--- src/rtl/ides4_align_ctrl.sv ---
// ides4_align_ctrl: word-alignment controller for an IDES4 deserializer.
// It checks the parallel word against a training nibble and pulses calib to
// slip the word boundary until LOCK_COUNT consecutive matches are seen.
// Once locked, it can optionally count IEM drift events while holding lock.
//
// Optional feature macro: IDES4_ALIGN_IEM_MON_EN
//   defined   : drift_cnt counts lead|lag cycles while LOCKED, saturating at 255
//   undefined : lead/lag are ignored and drift_cnt is constant 0
//
// state    | meaning
// ---------+-----------------------------------------------------------
// S_IDLE   | waiting for en; counters hold their last values
// S_CHECK  | comparing q against PATTERN and counting consecutive matches
// S_SLIP   | one-cycle calib pulse to the IDES4
// S_WAIT   | CALIB_GAP cycles of settling; q ignored
// S_LOCKED | alignment achieved; payload traffic not checked
// S_FAIL   | MAX_SLIPS exhausted; alignment abandoned until en drops

module ides4_align_ctrl #(
    parameter logic [3:0] PATTERN    = 4'b0011,
    parameter int         LOCK_COUNT = 16,
    parameter int         CALIB_GAP  = 4,
    parameter int         MAX_SLIPS  = 8
) (
    input  logic       clk,
    input  logic       rst,
    input  logic       en,
    input  logic [3:0] q,
    input  logic       lead,
    input  logic       lag,
    output logic       calib,
    output logic       busy,
    output logic       locked,
    output logic       fail,
    output logic [3:0] slip_cnt,
    output logic [7:0] drift_cnt
);

    localparam logic [7:0] LOCK_CNT8  = 8'(LOCK_COUNT);
    localparam logic [3:0] MAX_SLIPS4 = 4'(MAX_SLIPS);
    localparam logic [3:0] GAP_LOAD   = 4'(CALIB_GAP - 1);

    typedef enum logic [2:0] {
        S_IDLE   = 3'd0,
        S_CHECK  = 3'd1,
        S_SLIP   = 3'd2,
        S_WAIT   = 3'd3,
        S_LOCKED = 3'd4,
        S_FAIL   = 3'd5
    } state_t;

    state_t     state_q, state_d;
    logic [7:0] match_cnt_q, match_cnt_d;
    logic [3:0] slip_cnt_q, slip_cnt_d;
    logic [7:0] drift_cnt_q, drift_cnt_d;
    logic [3:0] wait_cnt_q, wait_cnt_d;
    logic       calib_q, busy_q, locked_q, fail_q;

`ifdef IDES4_ALIGN_IEM_MON_EN
    logic drift_evt;
    assign drift_evt = lead | lag;
`else
    logic unused_iem;
    assign unused_iem = lead ^ lag;
`endif

    // Next-state and counter update logic.
    always_comb begin
        state_d     = state_q;
        match_cnt_d = match_cnt_q;
        slip_cnt_d  = slip_cnt_q;
        drift_cnt_d = drift_cnt_q;
        wait_cnt_d  = wait_cnt_q;
        case (state_q)
            S_IDLE: begin
                if (en) begin
                    state_d     = S_CHECK;
                    match_cnt_d = 8'd0;
                    slip_cnt_d  = 4'd0;
                    drift_cnt_d = 8'd0;
                end
            end
            S_CHECK: begin
                if (!en) begin
                    state_d = S_IDLE;
                end else if (q == PATTERN) begin
                    match_cnt_d = match_cnt_q + 8'd1;
                    if (match_cnt_q + 8'd1 == LOCK_CNT8) begin
                        state_d = S_LOCKED;
                    end
                end else begin
                    match_cnt_d = 8'd0;
                    if (slip_cnt_q < MAX_SLIPS4) begin
                        // count the slip on entry so slip_cnt is current during the pulse
                        state_d    = S_SLIP;
                        slip_cnt_d = slip_cnt_q + 4'd1;
                    end else begin
                        state_d = S_FAIL;
                    end
                end
            end
            S_SLIP: begin
                if (!en) begin
                    state_d = S_IDLE;
                end else begin
                    state_d    = S_WAIT;
                    wait_cnt_d = GAP_LOAD;
                end
            end
            S_WAIT: begin
                if (!en) begin
                    state_d = S_IDLE;
                end else if (wait_cnt_q == 4'd0) begin
                    state_d     = S_CHECK;
                    match_cnt_d = 8'd0;
                end else begin
                    wait_cnt_d = wait_cnt_q - 4'd1;
                end
            end
            S_LOCKED: begin
                if (!en) begin
                    state_d = S_IDLE;
                end else begin
`ifdef IDES4_ALIGN_IEM_MON_EN
                    if (drift_evt && (drift_cnt_q != 8'hFF)) begin
                        drift_cnt_d = drift_cnt_q + 8'd1;
                    end
`endif
                end
            end
            S_FAIL: begin
                if (!en) begin
                    state_d = S_IDLE;
                end
            end
            default: begin
                state_d = S_IDLE;
            end
        endcase
    end

    // State, counters and outputs; outputs are registered from the next state
    // so they line up with the state they describe.
    always_ff @(posedge clk) begin
        if (rst) begin
            state_q     <= S_IDLE;
            match_cnt_q <= 8'd0;
            slip_cnt_q  <= 4'd0;
            drift_cnt_q <= 8'd0;
            wait_cnt_q  <= 4'd0;
            calib_q     <= 1'b0;
            busy_q      <= 1'b0;
            locked_q    <= 1'b0;
            fail_q      <= 1'b0;
        end else begin
            state_q     <= state_d;
            match_cnt_q <= match_cnt_d;
            slip_cnt_q  <= slip_cnt_d;
            drift_cnt_q <= drift_cnt_d;
            wait_cnt_q  <= wait_cnt_d;
            calib_q     <= (state_d == S_SLIP);
            busy_q      <= (state_d == S_CHECK) || (state_d == S_SLIP) || (state_d == S_WAIT);
            locked_q    <= (state_d == S_LOCKED);
            fail_q      <= (state_d == S_FAIL);
        end
    end

    assign calib     = calib_q;
    assign busy      = busy_q;
    assign locked    = locked_q;
    assign fail      = fail_q;
    assign slip_cnt  = slip_cnt_q;
    assign drift_cnt = drift_cnt_q;

endmodule

--- config.mk ---
export PLATFORM = sky130hd
export DESIGN_NAME = ides4_align_ctrl
export DESIGN_NICKNAME = d
export VERILOG_FILES = /design/src/rtl/ides4_align_ctrl.sv
export SDC_FILE = /design/constraint.sdc
export NUM_CORES = 1
export LEC_CHECK = 0
export BUFFER_PORTS_ARGS = -buffer_cell sky130_fd_sc_hd__clkbuf_2
export CAP_MARGIN = 20
export CORE_AREA = 3 3 53 55
export DETAILED_ROUTE_END_ITERATION = 7
export DIE_AREA = 0 0 56 58
export GPL_TIMING_DRIVEN = 0
export PLACE_DENSITY = 0.76
export SLEW_MARGIN = 20
export SYNTH_ARGS = -nofsm -noshare
export SYNTH_HDL_FRONTEND = slang
export SYNTH_SLANG_ARGS = --single-unit
--- constraint.sdc ---
create_clock -name clk -period 2.1 [get_ports clk]
set_clock_uncertainty 0.2 [all_clocks]
set_input_delay 0.42 -clock clk [delete_from_list [all_inputs] [get_ports clk]]
set_output_delay 0.42 -clock clk [all_outputs]
set_load 0.02 [all_outputs]
# == After elaboration in Yosys (flattened, before gate mapping) ==
# Cells that the tools add are included.
# Widths: inputs -> output; s select.
# totals
in_bits,9
elab_cells,68
out_inout_bits,16
regBits,23
# classes
add_sub_neg,3
muxes,25
order_cmp,1
eq_ne,20
reduce_logical,11
# op_table
operator,n
$mux 8,5
$mux 4,7
$mux 3,8
$pmux 8 s3,1
$ne 2x2->1 const B,8
$pmux 4 s2,2
$pmux 3 s5,1
$eq 3x2->1 const B,4
$eq 3x3->1 const B,4
$reduce_and 5->1,2
$add 8x1->8 const B,1
$eq 8x5->1 const B,1
$eq 3x1->1 const B,2
$add 4x1->4 const B,1
$eq 4x2->1 const B,1
$logic_not 4->1,1
$lt 4x4->1 const B,1
$reduce_and 4->1,1
$reduce_bool 2->1,2
$sub 4x1->4 const B,1
$logic_not 3->1,1
$reduce_bool 3->1,1
$logic_or 1x1->1,2
$mux 2,1
$reduce_or 2->1,1

# == Logic depth before layout (Yosys ltp) ==
# Gate-level depths: netlist of run 1.
# depth
word_depth,9
mapped_depth,6
depth_no_buf,6

# == Worst setup path before layout of run 1 ==
# Ideal clock, no wire load.
# synth_path
path_type,register -> register
startpoint,register wait_cnt_q[0]
endpoint,register match_cnt_q[2]
period_less_slack_ns,1.840
stages_incl_launch_ff,7
setup_time_ns,0.086
required_time_ns,1.814
slack_ns,0.260
path_buffers,0
arrival_ns,1.554
cell_sequence,dfxtp_1 inv_1 ha_1 nor3b_1 a41oi_1 nor2_1 a211oi_1
# synth_between
elab_chain_cells,3
# synth_rtl
item,line,rtl
from (decl),56,"logic [3:0] wait_cnt_q, wait_cnt_d;"
from (signal assigned),160,wait_cnt_q <= wait_cnt_d;
$logic_not 4->1,113,end else if (wait_cnt_q == 4'd0) begin
$ne 2x2->1 (no source line),--,
$reduce_and 5->1 (no source line),--,
to (signal assigned),157,match_cnt_q <= match_cnt_d;
to (decl),53,"logic [7:0] match_cnt_q, match_cnt_d;"
# Every way passes these cells.
# A chain may end at the register's enable or synchronous reset.

# == Worst setup path in the final report of run 1 ==
# layout_path
startpoint,register state_q[0]
endpoint,register match_cnt_q[5]
# layout_between
elab_chain_cells,3
elab_cells_between_ends,10
cone_classes,6 x eq/ne; 1 x mux; 3 x reduce/logical
# layout_rtl
item,line,rtl
from (decl),52,"state_t state_q, state_d;"
from (signal assigned),156,state_q <= state_d;
"$eq 3x2->1, or another cell as far along",74,case (state_q)
$ne 2x2->1 (no source line) or $reduce_bool 3->1 (tied branches),--,
$reduce_and 5->1 (no source line),--,
# Parallel ways exist; a longest one is shown, timed or not.

==> results.cfg, run 1 <==
[status]
outcome = finished clean

[critical_path]
r2r_start = state_q[0]
crit_type = reg2reg
rr_worst_depth = 5
critPathArrivalTime_ns = 2.03
setup.worst_path.start = state_q[0]
rrSetupSlack_ns = 0.11
critical_path_required_ns = 2.13
endpoint = match_cnt_q[5]
cp_max_fo = 8
worstSetupEndpointType = register
start_kind = register
r2r-end = match_cnt_q[5]

[power_and_ir_drop]
p_seq_share_pct = 58.8
swShare_pct = 26.4
power_density_nw_per_um2 = 514
p_int_uw = 557
leakage_uw = 0.000546
p_sw_uw = 200
power_uw = 757
p_clk_share_pct = 27.2
irDropWorstVdd_mv = 0.350
pwr-share-comb_pct = 14.0

[synthesis]
synth_flop_cell = dfxtp_1
netlist_area_um2 = 1280
synth.area.top_cells = dfxtp_1 36%, buf_4 5.3%, a21oi_1 4.3%
synth_cells = 152
post-synth-top-count-cell = dfxtp_1
synth_xor_area_share_pct = 0
synth_edf_count = 0
synth_compound_area_share_pct = 18.9
synth.distinct_cells = 42
synth.avg_cell_area_um2 = 8.40
synthSimpleGateAreaFrac_pct = 30.7
yosysSeqAreaShare_pct = 36.1
synth_top_family_by_area = simple AND/OR/NAND/NOR gates
synth-seq-cells = 23
synth_top_area_cell = dfxtp_1
yosys_warnings = 0
synth_top_area_share_pct = 36.1
yosys-top-cells-count = 23 x dfxtp_1, 11 x a21oi_1, 9 x buf_4, 9 x nand2_1, 9 x nor2_1
synth_fa_ha_area_share_pct = 3.92
synth.area.mux_share_pct = 0.784
ys_async_sr_fraction_pct = 0

[sta]
final-hold-violation-count = 0
rsz0062_at_grt = yes
layout_min_cycle_time_ns = 1.99
fin_setup_tns_ns = 0
holdWs_ns = 0.299
report.final.slew_viol_count = 0
worst_pin_slew_ns = 0.576
slew_headroom_pct = 61.6
fmax_ghz = 0.501
setup_violations = 0
period_share_pct = 95.0

[placement]
gp_congestion = 0.822
dpl.cell_count = 202
io_buffer_count = 13
post-dp-hpwl_mm = 2.03

[cells_and_area]
drive_above_1_share_pct = 19.3
n_fill_cell = 230
utilization_pct = 60.6
instances_no_fill = 206
syn_to_final_growth_pct = 15.5
antenna_cells = 0
fin_nets = 190

[clock_network]
clk_latency_ns = 0.31
cts_buffer_depth = 2
cts_tree = built
post-cts-setup-buffer-count = 0
htree_num_levels = 1
path_clk_slew_ns = 0.12
root_buffer = clkbuf_4
cts_buffers = 3
cts.sinks = 23

[floorplanning]
die_area_um2 = 3250
io_pins = 25
initial_core_util_pct = 52.5
die_h_um = 58
rows = 18
coreArea_um2 = 2430
die_w_um = 56

[global_route]
grt.overflow.total = 0
grt_usage_pct = 18.2
grt_pass1_vias = 1106
grt_pass1_wl_mm = 4.73
antenna_found_initial = 0
grt_max_degree = 13

[route]
first_iter_violations = 37
antenna_left = 0
dr.pass1.iters = 4
drc_errors = 0
vias = 1164
viasPerCell = 5.65
routed_wl_mm = 2.75
wl_per_cell_um = 13.3

[hold_path]
hold_path_class = in2reg

[job]
cap_violations = 0
-- per-stage QoR --
step	instance area, µm²	worst slack [ns]
after floorplan	1300	0.260
after global placement	1410	0.00830
after detailed placement	1410	-0.0529
after CTS	1440	0.0109
after global routing	1470	-0.0347
final	1470	0.105
-- routing by layer --
metal / track usage [%] / wire length (µm)
met2: 30.6 / 1330
met1: 22.9 / 1210
met4: 8.47 / 22
met5: 0 / 0
met3: 3.12 / 186
-- layout by cell type (no fill, tap or decap), types with 8 or more instances in the layout --
cell type / instances
clkbuf_2: 14
buf_4: 9
nand2_1: 9
a21oi_1: 11
dfxtp_1: 23
nor2_1: 9
conb_1: 8
-- power by group through the flow --
stage	Clock [µW]	Combinational, µW	Sequential, µW
after floorplan	0	72.0	457
after global placement	0	94.3	454
after detailed placement	0	97.0	455
after CTS	214	98.4	445
after global routing	233	117	446
final	206	106	445
-- sequential cells by signal (all words and copies together), names as in the netlist --
signal / cells
busy: 1
slip_cnt: 4
match_cnt_q: 8
wait_cnt_q: 4
locked: 1
state_q: 3
calib: 1
fail: 1
-- kinds of logic (layout without fill, tap and decap cells) --
logic type      after synthesis  in the layout
simple gates                 64             64
fa+ha+maj                     4              4
flops                        23             23
buf+inv                      22             39
other cells                   1              8
mux                           1              1
compound gates               37             37
-- worst min path at each step --
| stage | cells after the start | start | to | slack [ns] |
|---|---|---|---|---|
| detailed placement | 1 | wait_cnt_q[0] | wait_cnt_q[0] | 0.29 |
| global route | 3 | en | fail | 0.33 |
| global placement | 1 | wait_cnt_q[0] | wait_cnt_q[0] | 0.28 |
| finish | 3 | en | fail | 0.30 |
| CTS | 3 | en | fail | 0.25 |
| floorplan | 1 | match_cnt_q[6] | match_cnt_q[6] | 0.26 |
-- repair_timing --
action | CTS | global route
hold buffers | 0 | 0
pin swaps | 0 | 0
setup endpoints to repair | 7 | 10
resized for setup | 1 | 5
-- critical path, stage by stage, from the launching register on --
cell	delay [ns]
dfxtp_1	0.34
buf_4	0.16
or3b_1	0.34
clkbuf_2	0.16
or4_1	0.51
o32ai_2	0.21
-- final cells by class --
cell class | count | area [µm²] | area share [%]
timing repair buffer | 13 | 65.1 | 4.41
sequential | 23 | 460 | 31.2
tap | 30 | 37.5 | 2.55
multi-input combinational | 114 | 766 | 52.0
buffer | 16 | 96.3 | 6.54
clock buffer | 4 | 26.3 | 1.78
inverter | 6 | 22.5 | 1.53
No activity file was read; power rests on OpenSTA's default activity.
==> inputs of run 2 (changes only) <==
--- a/config.mk
+++ b/config.mk
@@ -7,11 +7,11 @@
 export LEC_CHECK = 0
 export BUFFER_PORTS_ARGS = -buffer_cell sky130_fd_sc_hd__clkbuf_2
 export CAP_MARGIN = 20
-export CORE_AREA = 3 3 53 55
+export CORE_AREA = 3 3 70 72
 export DETAILED_ROUTE_END_ITERATION = 7
-export DIE_AREA = 0 0 56 58
+export DIE_AREA = 0 0 73 75
 export GPL_TIMING_DRIVEN = 0
-export PLACE_DENSITY = 0.76
+export PLACE_DENSITY = 0.56
 export SLEW_MARGIN = 20
 export SYNTH_ARGS = -nofsm -noshare
 export SYNTH_HDL_FRONTEND = slang
==> results.cfg, run 2 (same netlist as run 1, synthesis figures left out) <==
[hold_path]
hold_path_class = reg2reg
whs_path_depth = 2

[global_route]
antenna_found_initial = 0
grt_max_degree = 14
grt_usage_pct = 11.5
grt.overflow.total = 0
grt_pass1_wl_mm = 4.91
grt_pass1_vias = 1029

[critical_path]
rr_worst_depth = 5
worstSetupEndpointType = register
crit_type = reg2reg
cp_max_fo = 8
critical_path_required_ns = 2.07
critPathArrivalTime_ns = 1.96
start_kind = register

[route]
top_layer = met4
dr.pass1.iters = 4
wl_met1_mm = 1.35
viasPerCell = 4.94
drc_errors = 0
wl_met2_mm = 1.29
antenna_left = 0
dr_wl_met3_um = 170
routed_wl_mm = 2.83
vias = 1127
first_iter_violations = 36
wl_per_cell_um = 12.4

[power_and_ir_drop]
swShare_pct = 25.6
power_density_nw_per_um2 = 546
irDropWorstVdd_mv = 0.197
pwr-share-comb_pct = 12.5
leakage_uw = 0.000555
power_uw = 826
p_int_uw = 614
p_sw_uw = 212
p_clk_share_pct = 33.6
p_seq_share_pct = 53.8

[floorplanning]
coreArea_um2 = 4350
io_pins = 25
rows = 24
die_w_um = 73
die_area_um2 = 5480
initial_core_util_pct = 29.3
die_h_um = 75

[placement]
placed_cell_area_um2 = 1430
gp_congestion = 0.772
post-dp-hpwl_mm = 2.03
io_buffer_count = 13
pre_cts_ws_ns = -0.102

[clock_network]
root_buffer = clkbuf_8
clk_latency_ns = 0.26
cts.sinks = 23
cts_tree = built
cts_buffers = 3
post-cts-setup-buffer-count = 0
path_clk_slew_ns = 0.08
cts_buffer_depth = 2
htree_num_levels = 1

[cells_and_area]
layout_common_cells = 23 x dfxtp_1, 14 x clkbuf_2, 11 x a21oi_1
top_register = match_cnt_q
syn_to_final_growth_pct = 18.6
n_fill_cell = 457
largest_register_ffs = 8
fin_nets = 190
utilization_pct = 34.8
final_common_cell = dfxtp_1
drive_above_1_share_pct = 19.3
finish.instance_area_um2 = 1510
antenna_cells = 0

[sta]
worst_pin_slew_ns = 0.531
holdWs_ns = 0.298
period_share_pct = 94.8
slew_headroom_pct = 64.6
rsz0062_at_grt = no
setup_ws_ns = 0.108
setup_violations = 0
layout_min_cycle_time_ns = 1.99
report.final.slew_viol_count = 0
fmax_ghz = 0.502
final-hold-violation-count = 0

[job]
cap_violations = 0

[status]
outcome = finished clean
## run 2: worst max-delay path, stage by stage (launching register included)
cell and delay, ns:
dfxtp_1 0.32, buf_4 0.15, or3b_1 0.35, clkbuf_2 0.16, or4_1 0.47, o32ai_1 0.24
## run 2: area by class of cell
cell class	instances	area, µm²	share of cell area (%)
Tap cell	52	65.1	4.30
Inverter	6	22.5	1.49
Timing Repair Buffer	13	65.1	4.30
Buffer	16	96.3	6.36
Multi-Input combinational cell	114	758	50.1
Clock buffer	3	41.3	2.73
Sequential cell	23	460	30.4
Clock inverter	1	5.00	0.331
## run 2: power by group through the flow
stage | logic, µW | clock network, µW | registers (µW)
after CTS | 99.4 | 294 | 445
after detailed placement | 97.7 | 0 | 455
final | 103 | 278 | 445
after global placement | 97.1 | 0 | 455
after floorplan | 72.0 | 0 | 457
after global routing | 115 | 308 | 446
## run 2: metal layers
layer	track usage, %	vias up
li1	-	594
met4	5.53	0
met3	2.54	2
met1	15.1	502
met2	17.9	29
met5	0	-
## run 2: what timing repair did
action / CTS / global route
gates cloned: 0 / 0
hold buffers: 0 / 0
resized for setup: 2 / 4
setup endpoints to repair: 8 / 6
pin swaps: 0 / 1
## run 2: path summary, 6_finish.rpt
kind,startpoint,to,slack (ns)
min,match_cnt_q[1],match_cnt_q[1],0.30
max reg2reg,state_q[0],match_cnt_q[5],0.11
min reg2reg,match_cnt_q[1],match_cnt_q[1],0.30
max,state_q[0],match_cnt_q[5],0.11
## run 2: stage by stage
step,std cells,setup TNS [ns]
4_1_cts,228,0
5_1_grt,228,0
3_3_place_gp,224,-0.347
3_5_place_dp,224,-0.575
2_1_floorplan,159,0
6_report,228,0
==> inputs of run 3 (changes only) <==
--- a/config.mk
+++ b/config.mk
@@ -7,9 +7,9 @@
 export LEC_CHECK = 0
 export BUFFER_PORTS_ARGS = -buffer_cell sky130_fd_sc_hd__clkbuf_2
 export CAP_MARGIN = 20
-export CORE_AREA = 3 3 70 72
+export CORE_AREA = 3 3 67 75
 export DETAILED_ROUTE_END_ITERATION = 7
-export DIE_AREA = 0 0 73 75
+export DIE_AREA = 0 0 70 78
 export GPL_TIMING_DRIVEN = 0
 export PLACE_DENSITY = 0.56
 export SLEW_MARGIN = 20
==> results.cfg, run 3 (same netlist as run 1, synthesis figures left out) <==
[power_and_ir_drop]
swShare_pct = 25.7
p_int_uw = 619
leakage_uw = 0.000569
p_seq_share_pct = 53.4
p_sw_uw = 214
pwr-share-comb_pct = 13.2
power_density_nw_per_um2 = 543
p_clk_share_pct = 33.4
irDropWorstVdd_mv = 0.262

[cells_and_area]
n_fill_cell = 467
layout_common_cells = 23 x dfxtp_1, 14 x clkbuf_2, 12 x buf_4, 11 x a21oi_1
instances_no_fill = 233
syn_to_final_growth_pct = 20.2
largest_register_ffs = 8
final_common_cell = dfxtp_1
utilization_pct = 35.5
antenna_cells = 0
finish.instance_area_um2 = 1530
top_register = match_cnt_q
fin_nets = 193
drive_above_1_share_pct = 20.1

[sta]
period_share_pct = 92.3
final-hold-violation-count = 0
worst_pin_slew_ns = 0.537
setup_ws_ns = 0.161
setup_violations = 0
rsz0062_at_grt = no
fmax_ghz = 0.516
slew_headroom_pct = 64.2
layout_min_cycle_time_ns = 1.94
report.final.slew_viol_count = 0
fin_setup_tns_ns = 0

[route]
wl_per_cell_um = 12.4
antenna_left = 0
drc_errors = 0
viasPerCell = 4.87
routed_wl_mm = 2.89
dr.pass1.iters = 4
first_iter_violations = 58
vias = 1134

[global_route]
grt.overflow.total = 0
grt_pass1_vias = 1082
grt_max_degree = 14
antenna_found_initial = 0
grt_usage_pct = 11.3
grt_pass1_wl_mm = 5.02

[clock_network]
path_clk_slew_ns = 0.08
cts_buffers = 3
htree_num_levels = 1
clk_latency_ns = 0.27
cts_buffer_depth = 2
cts.sinks = 23
root_buffer = clkbuf_8
cts_tree = built
holdBufCountCts = 0

[status]
outcome = finished clean

[floorplanning]
die_h_um = 78
coreArea_um2 = 4320
io_pins = 25
die_w_um = 70
initial_core_util_pct = 29.6
rows = 25
die_area_um2 = 5460

[placement]
gp_congestion = 0.797
io_buffer_count = 13
placed_cell_area_um2 = 1440
dpl.cell_count = 226
pre_cts_ws_ns = -0.0596
post-dp-hpwl_mm = 2.07

[critical_path]
r2r-end = match_cnt_q[5]
cp_max_fo = 8
cp_num_cells = 5
critPathArrivalTime_ns = 1.92
endpoint = match_cnt_q[5]
critical_path_required_ns = 2.08
rr_worst_depth = 5
setup.worst_path.start = state_q[0]
r2r_start = state_q[0]
worstSetupEndpointType = register
path_delay_family = simple AND/OR/NAND/NOR gates
path_buf_inv = 2
worstPathCellList = buf_4 -> or3b_1 -> clkbuf_2 -> or4_1 -> o32ai_1
start_kind = register
cp_slowest_cell = or4_1
crit_type = reg2reg
rrSetupSlack_ns = 0.16
cpPeakStageDelay_ns = 0.48

[hold_path]
hold_path_class = reg2reg

[job]
cap_violations = 0
[run 3: cell types whose count changed in the layout (fill, tap and decap cells not counted), sizes merged]
cell / previous run / this run
buf: 10 / 13
[run 3: how the worst min path moves through the flow]
stage,slack [ns],end,cells past startpoint,startpoint
after global routing,0.34,match_cnt_q[1],2,match_cnt_q[1]
after global placement,0.29,match_cnt_q[1],2,match_cnt_q[1]
after CTS,0.30,wait_cnt_q[0],1,wait_cnt_q[0]
after detailed placement,0.28,wait_cnt_q[0],1,wait_cnt_q[0]
final,0.30,wait_cnt_q[0],1,wait_cnt_q[0]
after floorplan,0.26,match_cnt_q[6],1,match_cnt_q[6]
[run 3: metal layers]
metal	track usage, %	routed length [µm]	up-vias
met2	16.4	1260	16
met4	5.75	59	0
li1	-	-	593
met1	15.8	1480	520
met3	2.07	92	5
met5	0	0	-
[run 3: through the flow]
| stage | total power (µW) | hold slack (ns) |
|---|---|---|
| final | 833 | 0.303 |
| after detailed placement | 553 | 0.284 |
| after global placement | 553 | 0.289 |
| after CTS | 840 | 0.303 |
| after floorplan | 529 | 0.256 |
| after global routing | 874 | 0.337 |
[run 3: repair_timing]
item                       CTS  global route
setup endpoints to repair    8             9
pin swaps                    0             1
buffers inserted             0             3
gates resized for setup      1             3
[run 3: cell type report]
cell class / instances / area [µm²] / share of cell area [%]
multi-input combinational: 114 / 753 / 49.1
sequential: 23 / 460 / 30.0
buffer: 16 / 96.3 / 6.28
timing repair buffer: 16 / 87.6 / 5.71
tap: 54 / 67.6 / 4.40
clock buffer: 3 / 41.3 / 2.69
inverter: 6 / 22.5 / 1.47
clock inverter: 1 / 5.00 / 0.326
[run 3: power by group through the flow]
stage / Clock [µW] / Sequential [µW] / Combinational, µW
final: 278 / 444 / 110
after floorplan: 0 / 457 / 72.0
after global routing: 307 / 446 / 122
after detailed placement: 0 / 454 / 98.3
after CTS: 296 / 444 / 99.8
after global placement: 0 / 455 / 97.9
[run 3: worst reg2reg max path, cell delays in order (launching register included)]
cell,delay (ns)
dfxtp_1,0.31
buf_4,0.15
or3b_1,0.34
clkbuf_2,0.15
or4_1,0.48
o32ai_1,0.21
